## config.mk

```make
export PLATFORM = sky130hd
export DESIGN_NAME = stat_engine_arbiter
export DESIGN_NICKNAME = d
export VERILOG_FILES = /design/src/rtl/stat_engine_arbiter.sv
export SDC_FILE = /design/constraint.sdc
export NUM_CORES = 1
export LEC_CHECK = 0
export ABC_AREA = 1
export ABC_CLOCK_PERIOD_IN_PS = 4110
export CELL_PAD_IN_SITES_DETAIL_PLACEMENT = 1
export CELL_PAD_IN_SITES_GLOBAL_PLACEMENT = 1
export CORE_MARGIN = 3
export CORE_UTILIZATION = 37
export DETAILED_ROUTE_END_ITERATION = 8
export PLACE_DENSITY_LB_ADDON = 0.1
export SLEW_MARGIN = 10
export SYNTH_ARGS = -nofsm -noshare
export SYNTH_HDL_FRONTEND = slang
export SYNTH_SLANG_ARGS = --single-unit
```

## constraint.sdc

```tcl
create_clock -name clk -period 4.11 [get_ports clk]
set_clock_uncertainty 0.2 [all_clocks]
set_input_delay 0.822 -clock clk [delete_from_list [all_inputs] [get_ports clk]]
set_output_delay 0.822 -clock clk [all_outputs]
set_load 0.05 [all_outputs]
```

## src/rtl/stat_engine_arbiter.sv

```systemverilog
// Round-robin arbiter/sequencer that lends the shared digit-statistics engine to
// one of two requesters per transaction, with a response-latency timeout.
module stat_engine_arbiter #(
  parameter int TIMEOUT = 100,
  parameter int OUT_W   = 11
) (
  input  logic             clk,
  input  logic             rst_n,
  input  logic             req0,
  input  logic             req1,
  input  logic [3:0]       in0,
  input  logic [3:0]       in1,
  input  logic             in_valid0,
  input  logic             in_valid1,
  input  logic [1:0]       mode0,
  input  logic [1:0]       mode1,
  output logic             gnt0,
  output logic             gnt1,
  output logic [OUT_W-1:0] res,
  output logic             res_valid0,
  output logic             res_valid1,
  output logic             timeout,
  output logic [3:0]       eng_in,
  output logic             eng_in_valid,
  output logic [1:0]       eng_mode,
  input  logic [OUT_W-1:0] eng_out,
  input  logic             eng_out_valid
);

  localparam logic [2:0] S_IDLE   = 3'd0;
  localparam logic [2:0] S_STREAM = 3'd1;
  localparam logic [2:0] S_MODE   = 3'd2;
  localparam logic [2:0] S_WAIT   = 3'd3;
  localparam logic [2:0] S_RESP   = 3'd4;

  localparam int               CNT_W       = $clog2(TIMEOUT + 1);
  localparam logic [CNT_W-1:0] TIMEOUT_CNT = CNT_W'(TIMEOUT);

  logic [2:0]       state;
  logic             cur;          // requester owning the current transaction
  logic             last_served;
  logic [CNT_W-1:0] cnt;
  logic [CNT_W-1:0] cnt_inc;
  logic [3:0]       sel_in;
  logic             sel_valid;
  logic [1:0]       sel_mode;
  logic             pick;
  logic             is_term;

  always_comb begin
    sel_in    = cur ? in1 : in0;
    sel_valid = cur ? in_valid1 : in_valid0;
    sel_mode  = cur ? mode1 : mode0;
    // Contention goes to whoever was not served last; otherwise the lone requester.
    pick      = (req0 && req1) ? ~last_served : req1;
    cnt_inc   = cnt + CNT_W'(1);
    is_term   = sel_valid && (sel_in == 4'd0);
  end

  always_ff @(posedge clk or negedge rst_n) begin
    if (!rst_n) begin
      state        <= S_IDLE;
      cur          <= 1'b0;
      last_served  <= 1'b1;
      cnt          <= '0;
      gnt0         <= 1'b0;
      gnt1         <= 1'b0;
      res          <= '0;
      res_valid0   <= 1'b0;
      res_valid1   <= 1'b0;
      timeout      <= 1'b0;
      eng_in       <= 4'd0;
      eng_in_valid <= 1'b0;
      eng_mode     <= 2'd0;
    end else begin
      // NOTE: these non-blocking defaults are overridden by any later assignment in
      // the same clock; the last non-blocking write to a register wins.
      eng_in       <= 4'd0;
      eng_in_valid <= 1'b0;
      eng_mode     <= 2'd0;

      case (state)
        S_IDLE: begin
          if (req0 || req1) begin
            cur   <= pick;
            gnt0  <= ~pick;
            gnt1  <= pick;
            state <= S_STREAM;
          end
        end

        S_STREAM: begin
          eng_in       <= sel_in;
          eng_in_valid <= sel_valid;
          if (is_term) state <= S_MODE;
        end

        S_MODE: begin
          // Mode arrives one cycle after the terminator and is shown to the engine
          // for exactly one cycle.
          eng_mode <= sel_mode;
          cnt      <= '0;
          state    <= S_WAIT;
        end

        S_WAIT: begin
          if (eng_out_valid) begin
            res        <= eng_out;
            timeout    <= 1'b0;
            res_valid0 <= ~cur;
            res_valid1 <= cur;
            state      <= S_RESP;
          end else if (cnt_inc == TIMEOUT_CNT) begin
            res        <= '0;
            timeout    <= 1'b1;
            res_valid0 <= ~cur;
            res_valid1 <= cur;
            state      <= S_RESP;
          end else begin
            cnt <= cnt_inc;
          end
        end

        S_RESP: begin
          res_valid0  <= 1'b0;
          res_valid1  <= 1'b0;
          timeout     <= 1'b0;
          gnt0        <= 1'b0;
          gnt1        <= 1'b0;
          last_served <= cur;
          state       <= S_IDLE;
        end

        default: state <= S_IDLE;
      endcase
    end
  end

endmodule

```

==> run_results.csv, run 1 <==
group,metric,value,unit
worst_setup_path,cpMaxStageDelayCell,"clkdlybuf4s50_1",
detailed_routing,drtIter0Drc,41,
synth,synth_nets,240,
clock_tree,clkTransAtPathRegs,0.07,ns
floorplanning,die-area,0.00579,mm²
timing,min_period_over_period,61.1,%
grt,grt_antenna_before_repair,0,
synth,synth_top_area_share,46.8,%
grt,grt_max_degree,36,
worst_setup_path,critPathArrivalTime,1.49,ns
detailed_routing,drtPass1Iterations,4,
floorplanning,fp.dieW,76.1,µm
floorplanning,pin_count,53,
placed_design,dp.cells,320,
detailed_routing,finalWirelength,4.49,mm
clock_tree,cts_buffers,5,
clock_tree,cts_tree,"yes",
worst_setup_path,cp_max_fo,2,
pwr,p_total,1710,µW
worst_setup_path,path_buf_inv,1,
pwr,power_frac_clock,15.7,%
timing,whs,0.303,ns
pwr,p_int,890,µW
layout,fin_util,54.2,%
placed_design,place_hpwl,3.26,mm
synth,synthCells,209,
worst_setup_path,r2r-start,"cnt[0]$_DFFE_PN0P_",
worst_setup_path,crit_chain,"clkdlybuf4s50_1",
synth,ys_ff_latch,35,
grt,globalRouteTotalUtil,17.0,%
clock_tree,post-cts-setup-buffers,0,
worst_setup_path,crit_path_start_kind,"register",
pwr,leakagePower,0.00119,µW
timing,setup_tns,0,ns
timing,slew-limit-headroom,46.8,%
synth,yosysTopAreaCell,"dfrtp_1",
pwr,switching_power,817,µW
synth,synth_edf_count,0,
synth,synth_cell_types,28,
floorplanning,placementRows,24,
timing,final_max_slew_viol_count,0,
timing,layout_min_cycle_time,2.51,ns
flow_run,maxCapViolations,0,
floorplanning,core,0.00453,mm²
clock_tree,htreeDepth,2,
hold_path,hold_path.class,"reg2reg",
worst_setup_path,slowest_delay,0.82,ns
pwr,share_seq_of_total_power,32.7,%
hold_path,hp-start,"last_served$_DFFE_PN1P_",
timing,hold_viol_final,0,
clock_tree,cts_buffer_depth,2,
clock_tree,cts_root_buf,"clkbuf_8",
placed_design,port-buffer-count,52,
pwr,vdd_drop_max,0.317,mV
layout,drive_gt1_share,17.1,%
clock_tree,cts-hold-fix-buffers,0,
detailed_routing,vias_per_cell,4.73,
layout,layout.nets,293,
detailed_routing,ant_nets,0,
synth,syn_avg_cell_area,8.69,µm²
grt,grt_pass1_vias,1632,
worst_setup_path,crit_path_start,"res[9]$_DFFE_PN0P_",
timing,rsz0062_at_grt,"false",
synth,netlist_area,0.00182,mm²
grt,grt_overflow,0,
worst_setup_path,worstSetupPathType,"reg2out",
grt,grt_pass1_wl,7.86,mm
run_status,status,"finished clean",
timing,setup_viol,0,
pwr,powerDensity,694,mW/mm²
clock_tree,clkLatencyLatePin,0.29,ns
pwr,swShare,47.9,%
layout,stdcell_count,328,
synth,synth.area.top_cells,"dfrtp_1, nand2_1, nand3_2",
layout,syn2layout_area_growth,35.3,%
worst_setup_path,critPathCaptureType,"primary output",
detailed_routing,remaining_drc_errors,0,
pwr,comb_power_share,51.7,%
detailed_routing,avgRoutedWirePerCell,13.7,µm
floorplanning,initial_core_util,40.1,%
floorplanning,die_h,76.1,µm
synth,async_reset_ff_share,100,%
placed_design,gp_congestion,0.761,
timing,tightest_slew,0.799,ns
synth,ys_seq_area_share,48.3,%
detailed_routing,via_count,1552,
clock_tree,cts_resized,0,
clock_tree,clock-sinks,35,
synth,ys_warn_count,0,
timing,fmax,398,MHz
worst_setup_path,required,3.09,ns
worst_setup_path,critical_path.top_delay_family,"buffers and inverters",
synth,synth_ff_type,"dfrtp_1",
layout,antenna_cells,0,
[cell families (layout without fill, tap and decap cells)]
family	Yosys count	in the layout	synth area share, %
AOI/OAI and AO/OA	18	18	5.72
DFF	35	35	48.3
buffers and inverters	29	83	7.51
adders and majority gates	1	1	0.689
and+or+nand+nor	126	126	37.8
[worst paths after layout]
path	end	slack (ns)	depth (start not counted)
min reg2reg	last_served$_DFFE_PN1P_	0.30	2
min in group asynchronous	eng_mode[0]$_DFF_PN0_	0.41	1
max in group asynchronous	cnt[0]$_DFFE_PN0P_	2.79	1
max reg2reg	cnt[0]$_DFFE_PN0P_	2.15	10
min	last_served$_DFFE_PN1P_	0.30	2
max	res[9]	1.60	1
[layout by cell type, fill, tap and decap left out, types with 3 or more instances in the layout]
cell,netlist,layout
inv_2,4,4
nand2_2,5,5
nor3_1,3,3
clkdlybuf4s50_1,0,51
nand4_1,5,5
nand2_1,72,72
nand3_2,18,18
nor2_1,9,9
nand3_1,7,7
o21ai_0,6,6
a21oi_1,8,8
dfrtp_1,34,34
clkbuf_8,0,6
inv_1,19,19
[stage by stage]
step	setup slack [ns]	area, µm²
2_1_floorplan	2.30	1820
3_3_place_gp	1.78	2360
3_5_place_dp	1.73	2360
4_1_cts	1.58	2460
5_1_grt	1.54	2460
6_report	1.60	2460
[power by group through the flow]
stage	clock network, µW	logic (µW)	registers [µW]
final	267	882	558
after global routing	295	958	576
after CTS	274	894	560
after detailed placement	0	887	565
after global placement	0	873	566
after floorplan	0	299	859
[cell usage after synthesis (all sizes together), types with 4 or more instances]
cell type and instances:
a21oi 9, nor2 11, inv 23, buf 5, nand4 7, nand2 78
o21ai 7, nor3 4, nand3 25, dfrtp 34
[state kept, by name, summed over array words and instances, names as in the netlist]
| signal | flops |
|---|---|
| res | 11 |
| cnt | 7 |
| eng_in | 4 |
| state | 3 |
| eng_mode | 2 |
| cur | 1 |
| eng_in_valid | 1 |
| gnt0 | 1 |
| gnt1 | 1 |
| last_served | 1 |
| res_valid0 | 1 |
| res_valid1 | 1 |
| timeout | 1 |
[layer usage]
metal / global-route usage [%] / share of wire, % / up-vias
met4: 5.98 / 1.3 / 0
met1: 20.5 / 44 / 737
met2: 29.3 / 51 / 34
li1: - / - / 776
met3: 4.61 / 3.8 / 5
met5: 0 / 0 / -
[final cells by class]
class	count	area, µm²
Tap cell	65	81.3
Clock inverter	1	8.76
Fill cell	538	2080
Inverter	23	86.3
Sequential cell	35	877
Clock buffer	7	86.3
Timing Repair Buffer	52	515
Multi-Input combinational cell	145	803
Note: power is estimated with default switching activity, not from simulation.
==> inputs of run 2 (changes only) <==
ABC_CLOCK_PERIOD_IN_PS = 2120   (was 4110)
CORE_UTILIZATION = 31   (was 37)
clock period = 2.12 ns   (was 4.11 ns; I/O delays follow)
==> run 2 against run 1 <==
Flip-flop and latch count stayed put. Wire length is 2.7% higher. Critical path depth is the same. Die area is 18% higher. Cell area increased by 2.8%. Register-to-register slack worse by 1.9 ns. Sequential share of layout area fell by 0.99 points. Count of clock-buffer cells in the layout stayed put. Critical path type unchanged. Critical endpoint is now eng_in[0].
==> run_results.csv, run 2 (same netlist as run 1, synthesis figures left out) <==
group,metric,value,unit
run_status,status,"finished clean",
floorplanning,core,0.00557,mm²
grt,globalRouteTotalUtil,14.6,%
clock_tree,cts_tree,"yes",
detailed_routing,drtIter0Drc,32,
worst_setup_path,worstSetupPathType,"reg2out",
grt,grt_max_degree,36,
layout,antenna_cells,0,
worst_setup_path,critPathCaptureType,"primary output",
timing,min_period_over_period,96.5,%
grt,grt_overflow,0,
timing,layout_min_cycle_time,2.05,ns
floorplanning,die-area,0.00682,mm²
timing,fmax,489,MHz
timing,rsz0062_at_grt,"false",
worst_setup_path,crit_path_start_kind,"register",
worst_setup_path,cp.depth,1,
worst_setup_path,crit_chain,"clkdlybuf4s50_1",
clock_tree,cts_buffer_depth,2,
worst_setup_path,path_buf_inv,1,
hold_path,hold_path.class,"reg2reg",
timing,slew-limit-headroom,65.0,%
worst_setup_path,slowest_delay,0.80,ns
hold_path,hp-start,"last_served$_DFFE_PN1P_",
detailed_routing,finalWirelength,4.61,mm
worst_setup_path,critPathArrivalTime,1.42,ns
detailed_routing,via_count,1595,
layout,largest_reg_flops,11,
floorplanning,placementRows,27,
clock_tree,clkTransAtPathRegs,0.07,ns
layout,final_cell_mix,"nand2_1, dfrtp_1, clkdlybuf4s50_1, buf_4, inv_1",
worst_setup_path,cp_max_fo,1,
floorplanning,die_h,82.6,µm
clock_tree,clkLatencyLatePin,0.28,ns
timing,setup_viol,0,
worst_setup_path,reg2reg_slack,0.23,ns
timing,final_max_slew_viol_count,0,
grt,grt_pass1_wl,7.55,mm
detailed_routing,avgRoutedWirePerCell,13.2,µm
worst_setup_path,required,1.50,ns
clock_tree,clock-sinks,35,
timing,tightest_slew,0.523,ns
clock_tree,cts_buffers,5,
worst_setup_path,worstRegToRegCells,10,
layout,syn2layout_area_growth,39.2,%
hold_path,whs_path_depth,2,
floorplanning,fp.dieW,82.6,µm
detailed_routing,ant_nets,0,
clock_tree,htreeDepth,2,
pwr,powerDensity,1280,mW/mm²
layout,top_regs,"res (11), cnt (7), eng_in (4)",
floorplanning,initial_core_util,32.6,%
timing,hold_viol_final,0,
placed_design,gp_congestion,0.701,
placed_design,port-buffer-count,52,
pwr,leakagePower,0.00128,µW
worst_setup_path,r2r_end,"cnt[4]$_DFFE_PN0P_",
grt,grt_antenna_before_repair,0,
worst_setup_path,r2r-start,"cnt[0]$_DFFE_PN0P_",
layout,final_common_cell,"nand2_1",
worst_setup_path,critical_path.top_delay_family,"buffers and inverters",
flow_run,maxCapViolations,0,
detailed_routing,remaining_drc_errors,0,
detailed_routing,drtPass1Iterations,4,
layout,layout.nets,306,
layout,fin_util,45.4,%
grt,grt_pass1_vias,1557,
floorplanning,pin_count,53,
layout,regMostFlops,"res",
clock_tree,cts_root_buf,"clkbuf_8",
timing,setup_tns,0,ns
detailed_routing,vias_per_cell,4.58,
placed_design,place_hpwl,3.49,mm
layout,drive_gt1_share,26.1,%
worst_setup_path,cpMaxStageDelayCell,"clkdlybuf4s50_1",
hold_path,hold_end,"last_served$_DFFE_PN1P_",
pwr,vdd_drop_max,0.572,mV
[run 2: through the flow]
stage | area [µm²] | total power (µW) | std cells | hold WS [ns] | setup slack [ns]
floorplan | 1820 | 2240 | 209 | -0.0716 | 0.461
global placement | 2380 | 2800 | 334 | 0.290 | 0.178
detailed placement | 2380 | 2820 | 334 | 0.295 | 0.158
CTS | 2480 | 3290 | 343 | 0.306 | 0.0526
global route | 2530 | 3480 | 348 | 0.342 | 0.00654
finish | 2530 | 3240 | 348 | 0.303 | 0.0733
[run 2: cell type report]
cell class,instances,area (µm²)
clock buffers,7,76.3
clock inverters,1,5.00
fillers,670,3050
inverters,23,86.3
multi-input cells,145,803
flip-flops and latches,35,877
well taps,72,90.1
repair buffers,65,591
[run 2: report_power, final]
part           leakage (µW)  internal [µW]  total [µW]  switching, µW
sequential         0.000450            906        1060            155
combinational      0.000788            545        1720           1170
clock             0.0000422            230         456            226
[run 2: worst max path at each step]
stage	start	endpoint	slack (ns)
global placement	in0[0]	state[0]$_DFFE_PN0P_	0.18
global route	cnt[0]$_DFFE_PN0P_	cnt[3]$_DFFE_PN0P_	0.007
finish	eng_in[0]$_DFF_PN0_	eng_in[0]	0.07
detailed placement	in0[0]	state[0]$_DFFE_PN0P_	0.16
CTS	res[2]$_DFFE_PN0P_	res[2]	0.05
floorplan	cnt[0]$_DFFE_PN0P_	state[1]$_DFFE_PN0P_	0.46
[run 2: what timing repair did]
item,CTS,global route
setup endpoints to repair,0,2
setup buffers,0,5
resized for setup,0,1
hold buffers,1,0
endpoints found under the hold margin,13,0
[run 2: routing by layer]
layer	vias to the layer above	global-route usage, %	wire length, µm
met2	27	23.7	2230
met3	7	3.04	150
met5	-	0	0
met1	763	19.6	2170
li1	798	-	-
met4	0	4.41	58
==> inputs of run 3 (changes only) <==
TNS_END_PERCENT = 30   (was unset)
==> results of run 3 <==
The final DEF is identical to that of run 2; final timing and power are the same.
